===== src/rtl/ysyx_22040895_trap_ctrl_if.sv =====
`timescale 1ns/1ps
`default_nettype none
// ============================================================================
// ysyx_22040895_trap_ctrl_if: execute/CSR-file/fetch bundle of the trap sequencer
// Revision: 1.0
// ============================================================================
interface ysyx_22040895_trap_ctrl_if #(
  parameter int XLEN   = 64,
  parameter int CSR_AW = 3
);
  logic              trap_valid;
  logic              trap_ready;
  logic              trap_mret;
  logic [XLEN-1:0]   trap_pc;
  logic [XLEN-1:0]   trap_cause;
  logic              csr_req_we;
  logic [CSR_AW-1:0] csr_req_waddr;
  logic [XLEN-1:0]   csr_req_wdata;
  logic              csr_req_ready;
  logic              csr_we;
  logic [CSR_AW-1:0] csr_waddr;
  logic [XLEN-1:0]   csr_wdata;
  logic              mepc_set;
  logic [XLEN-1:0]   mepc_wdata;
  logic              mepc_get;
  logic [XLEN-1:0]   mepc_rdata;
  logic              mcause_set;
  logic [XLEN-1:0]   mcause_wdata;
  logic              mtvec_get;
  logic [XLEN-1:0]   mtvec_rdata;
  logic              mstatus_set;
  logic [XLEN-1:0]   mstatus_wdata;
  logic              mstatus_get;
  logic [XLEN-1:0]   mstatus_rdata;
  logic              redirect_valid;
  logic [XLEN-1:0]   redirect_pc;
  logic              busy;

  modport slave (
    input  trap_valid, trap_mret, trap_pc, trap_cause,
    input  csr_req_we, csr_req_waddr, csr_req_wdata,
    input  mepc_rdata, mtvec_rdata, mstatus_rdata,
    output trap_ready, csr_req_ready, csr_we, csr_waddr, csr_wdata,
    output mepc_set, mepc_wdata, mepc_get, mcause_set, mcause_wdata,
    output mtvec_get, mstatus_set, mstatus_wdata, mstatus_get,
    output redirect_valid, redirect_pc, busy
  );

  modport master (
    output trap_valid, trap_mret, trap_pc, trap_cause,
    output csr_req_we, csr_req_waddr, csr_req_wdata,
    output mepc_rdata, mtvec_rdata, mstatus_rdata,
    input  trap_ready, csr_req_ready, csr_we, csr_waddr, csr_wdata,
    input  mepc_set, mepc_wdata, mepc_get, mcause_set, mcause_wdata,
    input  mtvec_get, mstatus_set, mstatus_wdata, mstatus_get,
    input  redirect_valid, redirect_pc, busy
  );
endinterface
`default_nettype wire


===== src/rtl/ysyx_22040895_trap_ctrl.sv =====
`timescale 1ns/1ps
`default_nettype none
// ============================================================================
// ysyx_22040895_trap_ctrl: M-mode ecall/mret sequencer and CSR write-port arbiter
// Revision: 1.0
// ============================================================================
module ysyx_22040895_trap_ctrl #(
  parameter int XLEN   = 64,
  parameter int CSR_AW = 3
) (
  input  wire logic                 clk,
  input  wire logic                 rst,
  ysyx_22040895_trap_ctrl_if.slave  bus
);

  typedef enum logic [2:0] {
    S_IDLE     = 3'd0,
    S_T_SAVE   = 3'd1,
    S_T_STATUS = 3'd2,
    S_T_JUMP   = 3'd3,
    S_R_STATUS = 3'd4,
    S_R_JUMP   = 3'd5
  } state_e;

  localparam logic [XLEN-1:0] c_align_mask = ~XLEN'(3);

  state_e          state_q, state_d;
  logic [XLEN-1:0] pc_q, pc_d;
  logic [XLEN-1:0] cause_q, cause_d;

  always_ff @(posedge clk) begin
    if (rst) begin
      state_q <= S_IDLE;
      pc_q    <= '0;
      cause_q <= '0;
    end else begin
      state_q <= state_d;
      pc_q    <= pc_d;
      cause_q <= cause_d;
    end
  end

  always_comb begin
    state_d            = state_q;
    pc_d               = pc_q;
    cause_d            = cause_q;
    bus.trap_ready     = 1'b0;
    bus.csr_req_ready  = 1'b0;
    bus.csr_we         = 1'b0;
    bus.csr_waddr      = '0;
    bus.csr_wdata      = '0;
    bus.mepc_set       = 1'b0;
    bus.mepc_wdata     = '0;
    bus.mepc_get       = 1'b0;
    bus.mcause_set     = 1'b0;
    bus.mcause_wdata   = '0;
    bus.mtvec_get      = 1'b0;
    bus.mstatus_set    = 1'b0;
    bus.mstatus_wdata  = '0;
    bus.mstatus_get    = 1'b0;
    bus.redirect_valid = 1'b0;
    bus.redirect_pc    = '0;
    bus.busy           = (state_q != S_IDLE);

    case (state_q)
      S_IDLE: begin
        // A pending trap wins over a CSR-instruction write; the write is held off.
        bus.trap_ready    = 1'b1;
        bus.csr_req_ready = ~bus.trap_valid;
        bus.csr_we        = bus.csr_req_we & ~bus.trap_valid;
        bus.csr_waddr     = CSR_AW'(bus.csr_req_waddr);
        bus.csr_wdata     = bus.csr_req_wdata;
        if (bus.trap_valid) begin
          pc_d    = bus.trap_pc;
          cause_d = bus.trap_cause;
          state_d = bus.trap_mret ? S_R_STATUS : S_T_SAVE;
        end
      end
      S_T_SAVE: begin
        bus.mepc_set     = 1'b1;
        bus.mepc_wdata   = pc_q & c_align_mask;
        bus.mcause_set   = 1'b1;
        bus.mcause_wdata = cause_q;
        state_d          = S_T_STATUS;
      end
      S_T_STATUS: begin
        bus.mstatus_get       = 1'b1;
        bus.mstatus_set       = 1'b1;
        bus.mstatus_wdata     = bus.mstatus_rdata;
        bus.mstatus_wdata[7]  = bus.mstatus_rdata[3];
        bus.mstatus_wdata[3]  = 1'b0;
        bus.mstatus_wdata[12:11] = 2'b11;
        state_d               = S_T_JUMP;
      end
      S_T_JUMP: begin
        bus.mtvec_get      = 1'b1;
        bus.redirect_valid = 1'b1;
        bus.redirect_pc    = bus.mtvec_rdata & c_align_mask;
        state_d            = S_IDLE;
      end
      S_R_STATUS: begin
        bus.mstatus_get       = 1'b1;
        bus.mstatus_set       = 1'b1;
        bus.mstatus_wdata     = bus.mstatus_rdata;
        bus.mstatus_wdata[3]  = bus.mstatus_rdata[7];
        bus.mstatus_wdata[7]  = 1'b1;
        bus.mstatus_wdata[12:11] = 2'b11;
        state_d               = S_R_JUMP;
      end
      S_R_JUMP: begin
        bus.mepc_get       = 1'b1;
        bus.redirect_valid = 1'b1;
        bus.redirect_pc    = bus.mepc_rdata;
        state_d            = S_IDLE;
      end
      default: state_d = S_IDLE;
    endcase

    // The reset cycle must not leak a write or redirect from an aborted sequence.
    if (rst) begin
      bus.csr_we         = 1'b0;
      bus.mepc_set       = 1'b0;
      bus.mepc_get       = 1'b0;
      bus.mcause_set     = 1'b0;
      bus.mtvec_get      = 1'b0;
      bus.mstatus_set    = 1'b0;
      bus.mstatus_get    = 1'b0;
      bus.redirect_valid = 1'b0;
      bus.redirect_pc    = '0;
    end
  end

endmodule
`default_nettype wire


===== src/flat_wrapper.sv =====
// flat-port wrapper written by rule: the top's interface ports become plain ports
module ysyx_22040895_trap_ctrl_flat 
#(
  parameter int XLEN   = 64,
  parameter int CSR_AW = 3
)
  (clk, rst, bus_trap_valid, bus_trap_mret, bus_trap_pc, bus_trap_cause, bus_csr_req_we, bus_csr_req_waddr, bus_csr_req_wdata, bus_mepc_rdata, bus_mtvec_rdata, bus_mstatus_rdata, bus_trap_ready, bus_csr_req_ready, bus_csr_we, bus_csr_waddr, bus_csr_wdata, bus_mepc_set, bus_mepc_wdata, bus_mepc_get, bus_mcause_set, bus_mcause_wdata, bus_mtvec_get, bus_mstatus_set, bus_mstatus_wdata, bus_mstatus_get, bus_redirect_valid, bus_redirect_pc, bus_busy);
  ysyx_22040895_trap_ctrl_if #(.XLEN(XLEN), .CSR_AW(CSR_AW)) bus_i ();
  input  wire logic clk;
  input  wire logic rst;
  input wire logic [$bits(bus_i.trap_valid)-1:0] bus_trap_valid;
  input wire logic [$bits(bus_i.trap_mret)-1:0] bus_trap_mret;
  input wire logic [$bits(bus_i.trap_pc)-1:0] bus_trap_pc;
  input wire logic [$bits(bus_i.trap_cause)-1:0] bus_trap_cause;
  input wire logic [$bits(bus_i.csr_req_we)-1:0] bus_csr_req_we;
  input wire logic [$bits(bus_i.csr_req_waddr)-1:0] bus_csr_req_waddr;
  input wire logic [$bits(bus_i.csr_req_wdata)-1:0] bus_csr_req_wdata;
  input wire logic [$bits(bus_i.mepc_rdata)-1:0] bus_mepc_rdata;
  input wire logic [$bits(bus_i.mtvec_rdata)-1:0] bus_mtvec_rdata;
  input wire logic [$bits(bus_i.mstatus_rdata)-1:0] bus_mstatus_rdata;
  output wire logic [$bits(bus_i.trap_ready)-1:0] bus_trap_ready;
  output wire logic [$bits(bus_i.csr_req_ready)-1:0] bus_csr_req_ready;
  output wire logic [$bits(bus_i.csr_we)-1:0] bus_csr_we;
  output wire logic [$bits(bus_i.csr_waddr)-1:0] bus_csr_waddr;
  output wire logic [$bits(bus_i.csr_wdata)-1:0] bus_csr_wdata;
  output wire logic [$bits(bus_i.mepc_set)-1:0] bus_mepc_set;
  output wire logic [$bits(bus_i.mepc_wdata)-1:0] bus_mepc_wdata;
  output wire logic [$bits(bus_i.mepc_get)-1:0] bus_mepc_get;
  output wire logic [$bits(bus_i.mcause_set)-1:0] bus_mcause_set;
  output wire logic [$bits(bus_i.mcause_wdata)-1:0] bus_mcause_wdata;
  output wire logic [$bits(bus_i.mtvec_get)-1:0] bus_mtvec_get;
  output wire logic [$bits(bus_i.mstatus_set)-1:0] bus_mstatus_set;
  output wire logic [$bits(bus_i.mstatus_wdata)-1:0] bus_mstatus_wdata;
  output wire logic [$bits(bus_i.mstatus_get)-1:0] bus_mstatus_get;
  output wire logic [$bits(bus_i.redirect_valid)-1:0] bus_redirect_valid;
  output wire logic [$bits(bus_i.redirect_pc)-1:0] bus_redirect_pc;
  output wire logic [$bits(bus_i.busy)-1:0] bus_busy;
  assign bus_i.trap_valid = bus_trap_valid;
  assign bus_i.trap_mret = bus_trap_mret;
  assign bus_i.trap_pc = bus_trap_pc;
  assign bus_i.trap_cause = bus_trap_cause;
  assign bus_i.csr_req_we = bus_csr_req_we;
  assign bus_i.csr_req_waddr = bus_csr_req_waddr;
  assign bus_i.csr_req_wdata = bus_csr_req_wdata;
  assign bus_i.mepc_rdata = bus_mepc_rdata;
  assign bus_i.mtvec_rdata = bus_mtvec_rdata;
  assign bus_i.mstatus_rdata = bus_mstatus_rdata;
  assign bus_trap_ready = bus_i.trap_ready;
  assign bus_csr_req_ready = bus_i.csr_req_ready;
  assign bus_csr_we = bus_i.csr_we;
  assign bus_csr_waddr = bus_i.csr_waddr;
  assign bus_csr_wdata = bus_i.csr_wdata;
  assign bus_mepc_set = bus_i.mepc_set;
  assign bus_mepc_wdata = bus_i.mepc_wdata;
  assign bus_mepc_get = bus_i.mepc_get;
  assign bus_mcause_set = bus_i.mcause_set;
  assign bus_mcause_wdata = bus_i.mcause_wdata;
  assign bus_mtvec_get = bus_i.mtvec_get;
  assign bus_mstatus_set = bus_i.mstatus_set;
  assign bus_mstatus_wdata = bus_i.mstatus_wdata;
  assign bus_mstatus_get = bus_i.mstatus_get;
  assign bus_redirect_valid = bus_i.redirect_valid;
  assign bus_redirect_pc = bus_i.redirect_pc;
  assign bus_busy = bus_i.busy;
  ysyx_22040895_trap_ctrl #(.XLEN(XLEN), .CSR_AW(CSR_AW)) u_core (.clk(clk), .rst(rst), .bus(bus_i));
endmodule

===== config.mk =====
export PLATFORM = sky130hd
export DESIGN_NAME = ysyx_22040895_trap_ctrl_flat
export DESIGN_NICKNAME = d
export VERILOG_FILES = /design/src/rtl/ysyx_22040895_trap_ctrl_if.sv /design/src/rtl/ysyx_22040895_trap_ctrl.sv /design/src/flat_wrapper.sv
export SDC_FILE = /design/constraint.sdc
export NUM_CORES = 1
export LEC_CHECK = 0
export ABC_AREA = 1
export CORE_AREA = 2 2 279 281
export DETAILED_ROUTE_END_ITERATION = 6
export DIE_AREA = 0 0 281 283
export PLACE_DENSITY_LB_ADDON = 0.25
export SLEW_MARGIN = 10
export SYNTH_ARGS = -nofsm -noshare
export SYNTH_HDL_FRONTEND = slang
export SYNTH_SLANG_ARGS = --single-unit

===== constraint.sdc =====
create_clock -name clk -period 4.2 [get_ports clk]
set_clock_uncertainty 0.15 [all_clocks]
set_input_delay 0.63 -clock clk [delete_from_list [all_inputs] [get_ports clk]]
set_output_delay 0.63 -clock clk [all_outputs]
set_load 0.1 [all_outputs]

==> summary.md <==
| Metric | Value |
|---|---|
| Vias in the first global route | 11513 |
| VDD IR max | 337.0 uV |
| Hold crit path type | flop to flop |
| Yosys top cell by area | dfxtp_1 |
| Most frequent cells after synthesis | inv_1 (511), nand2_1 (445), nor2_1 (390) |
| Max clock buf depth | 2 |
| CTS Hold Bufs | 0 |
| Cells after Synth | 1732 |
| Final Max Slew Viols | 0 |
| Clock root buffer | clkbuf_16 |
| Critical Path Sink | bus_mstatus_get |
| Port buffer count | 717 |
| Post-layout nets | 2769 |
| Drt wl/cell | 14.90 um |
| Reg2reg start | u_core.state_q[2] |
| CP Class | flop to output port |
| Worst setup path start | u_core.state_q[2] |
| Sequential fraction of the synthesis area | 28.39% |
| Num rows | 102 |
| Mean Syn Cell Area | 5.252 sq um |
| Critical Path RT | 3.42 ns |
| Status | complete, no violations |
| MaxCap Viol Count | 0 |
| WL final | 51160 um |
| # IOs | 726 |
| Ys async rst share | 0% |
| Post-synth EDFFs | 0 |
| P_leak | 10.01 nW |
| Clk Latency, worst-skew pair | 0.47 ns |
| Gpl congestion | 0.7503 |
| Clock slew at reported path FFs | 0.06 ns |
| Reg2reg setup slack | 1.24 ns |
| Startpoint class of the critical path | flop |
| CTS tree | built |
| Least-Margin Pin Slew | 1.076 ns |
| Netlist cell types | 22 |
| Share of the synthesized area in the top cell type | 28.39% |
| Most common cell in the netlist | inv_1 |
| Clock sinks | 129 |
| Fin. Hold Viols | 0 |
| RSZ-0062 raised after global routing | false |
| DIE WIDTH | 281 um |
| First-iteration detailed-routing DRC count | 399 |
| Placed inst area | 18830 sq um |
| Syn Std Cell Area | 9096 sq um |
| Initial core utilization | 11.86% |
| Layout cell share with drive strength beyond 1 | 16.65% |
| Total number of yosys warnings | 0 |
| Post-CTS setup buffer count | 0 |
| Crit end category | output port |
| Worst-path fanout max | 61 |
| Fin crit share | 84.41% |
| Core area | 76700 sq um |
| Final Cell Area | 19480 sq um |
| Detail Route Antenna Nets | 0 |
| Pwr dens | 435.0 nW/um^2 |
| Hpwl dp | 39940 um |
| Power Total | 8.475 mW |
| GRT Residual Overflow | 0 |
| Number of synthesized register bits | 129 |
| Max transition margin | 28.27% |
| Total die area | 79520 sq um |
| Inserted Clock Buffers | 17 |
| Die Y | 283 um |
| First-pass GRT wire length | 73440 um |
| Initial antenna violation count | 9 |
| Dominant synthesized flop cell | dfxtp_1 |
| Drt first pass iters | 6 |
| # setup viols final | 0 |
| Vias per cell | 3.420 |
| Reg-to-Reg End | u_core.cause_q[21] |
| # H-tree levels | 4 |
| Vias | 11743 |
| Fmax | 0.2821 GHz |
| Largest net degree at the start of global routing | 82 |
| Gr usage total | 12.52% |
| Post-cts resize count | 0 |
| CP arrival | 2.77 ns |
| R2R depth | 7 |
| Area contributors post-synth | dfxtp_1 (28%), inv_1 (21%), nand2_1 (18%), nor2_1 (16%), nand4_1 (8.7%) |
| Synth-to-layout area growth | 114.2% |
| Minimum clock period | 3.545 ns |
| Setup TNS | 0 ns |
| Drt drc | 0 |
[per-stage QoR]
| step | worst slack (ns) | std cells | hold slack [ns] | util [%] |
|---|---|---|---|---|
| global placement | 0.6717 | 3398 | 0.3537 | 24.55 |
| CTS | 0.5346 | 3430 | 0.3649 | 25.39 |
| global route | 0.3385 | 3432 | 0.3925 | 25.39 |
| floorplan | 0.1316 | 1733 | 0.3423 | - |
| detailed placement | 0.6779 | 3398 | 0.3530 | 24.55 |
| finish | 0.6550 | 3434 | 0.3619 | 25.40 |
[state kept, by name (all words and copies together) (netlist names)]
register	cells
u_core.state_q	3
u_core.pc_q	62
u_core.cause_q	64
[logic make-up after synthesis]
| logic type | synth area share (%) |
|---|---|
| other | 0.04123 |
| and+or+nand+nor | 43.74 |
| DFF | 28.39 |
| buffers and inverters | 27.58 |
| AOI/OAI and AO/OA | 0.2476 |
[cells in the final DEF (no fill, tap or decap), types with 17 or more instances in the layout]
cell type,count
inv_1,510
nand2_1,443
nor2_1,390
clkdlybuf4s50_1,384
buf_12,197
buf_4,158
dfxtp_1,129
nand4_1,126
clkbuf_16,17
[power breakdown]
part           switching, mW  leakage [nW]  internal (mW)
sequential            0.0542          1.07           1.43
combinational           3.80          8.62           1.46
clock                  0.700         0.313           1.02
[critical path: stages (launching register included)]
cell and delay, ns:
dfxtp_1 0.54, inv_4 0.11, nand3_1 0.13, nand2_1 0.18, inv_2 0.78, nor2_1 0.28
buf_12 0.25
[metal layers]
layer	wire length [um]	share of wire [%]	GRT usage [%]	vias up
met4	1363	2.7	4.599	8
met1	19800	39	13.30	5068
met3	4867	9.5	4.750	53
met2	25080	49	22.32	471
li1	-	-	-	6143
met5	44	0.086	0	-
[layout make-up]
class                      count  area, sq um
fill                        8564        57220
timing repair buffer         739         8974
multi-input combinational    974         4031
sequential                   129         2582
inverter                     516         1942
tap                         1040         1301
clock buffer                  18        439.2
clock inverter                14        201.4
antenna                        4        10.01
[worst min path at each step]
stage / startpoint / endpoint / cells after the start
final: u_core.pc_q[50] / u_core.pc_q[50] / 4
after global routing: u_core.cause_q[29] / u_core.cause_q[29] / 4
after CTS: u_core.pc_q[50] / u_core.pc_q[50] / 4
after detailed placement: u_core.pc_q[50] / u_core.pc_q[50] / 4
after global placement: u_core.pc_q[27] / u_core.pc_q[27] / 4
after floorplan: u_core.cause_q[0] / u_core.cause_q[0] / 4
Note: power is estimated with default switching activity, not from simulation.
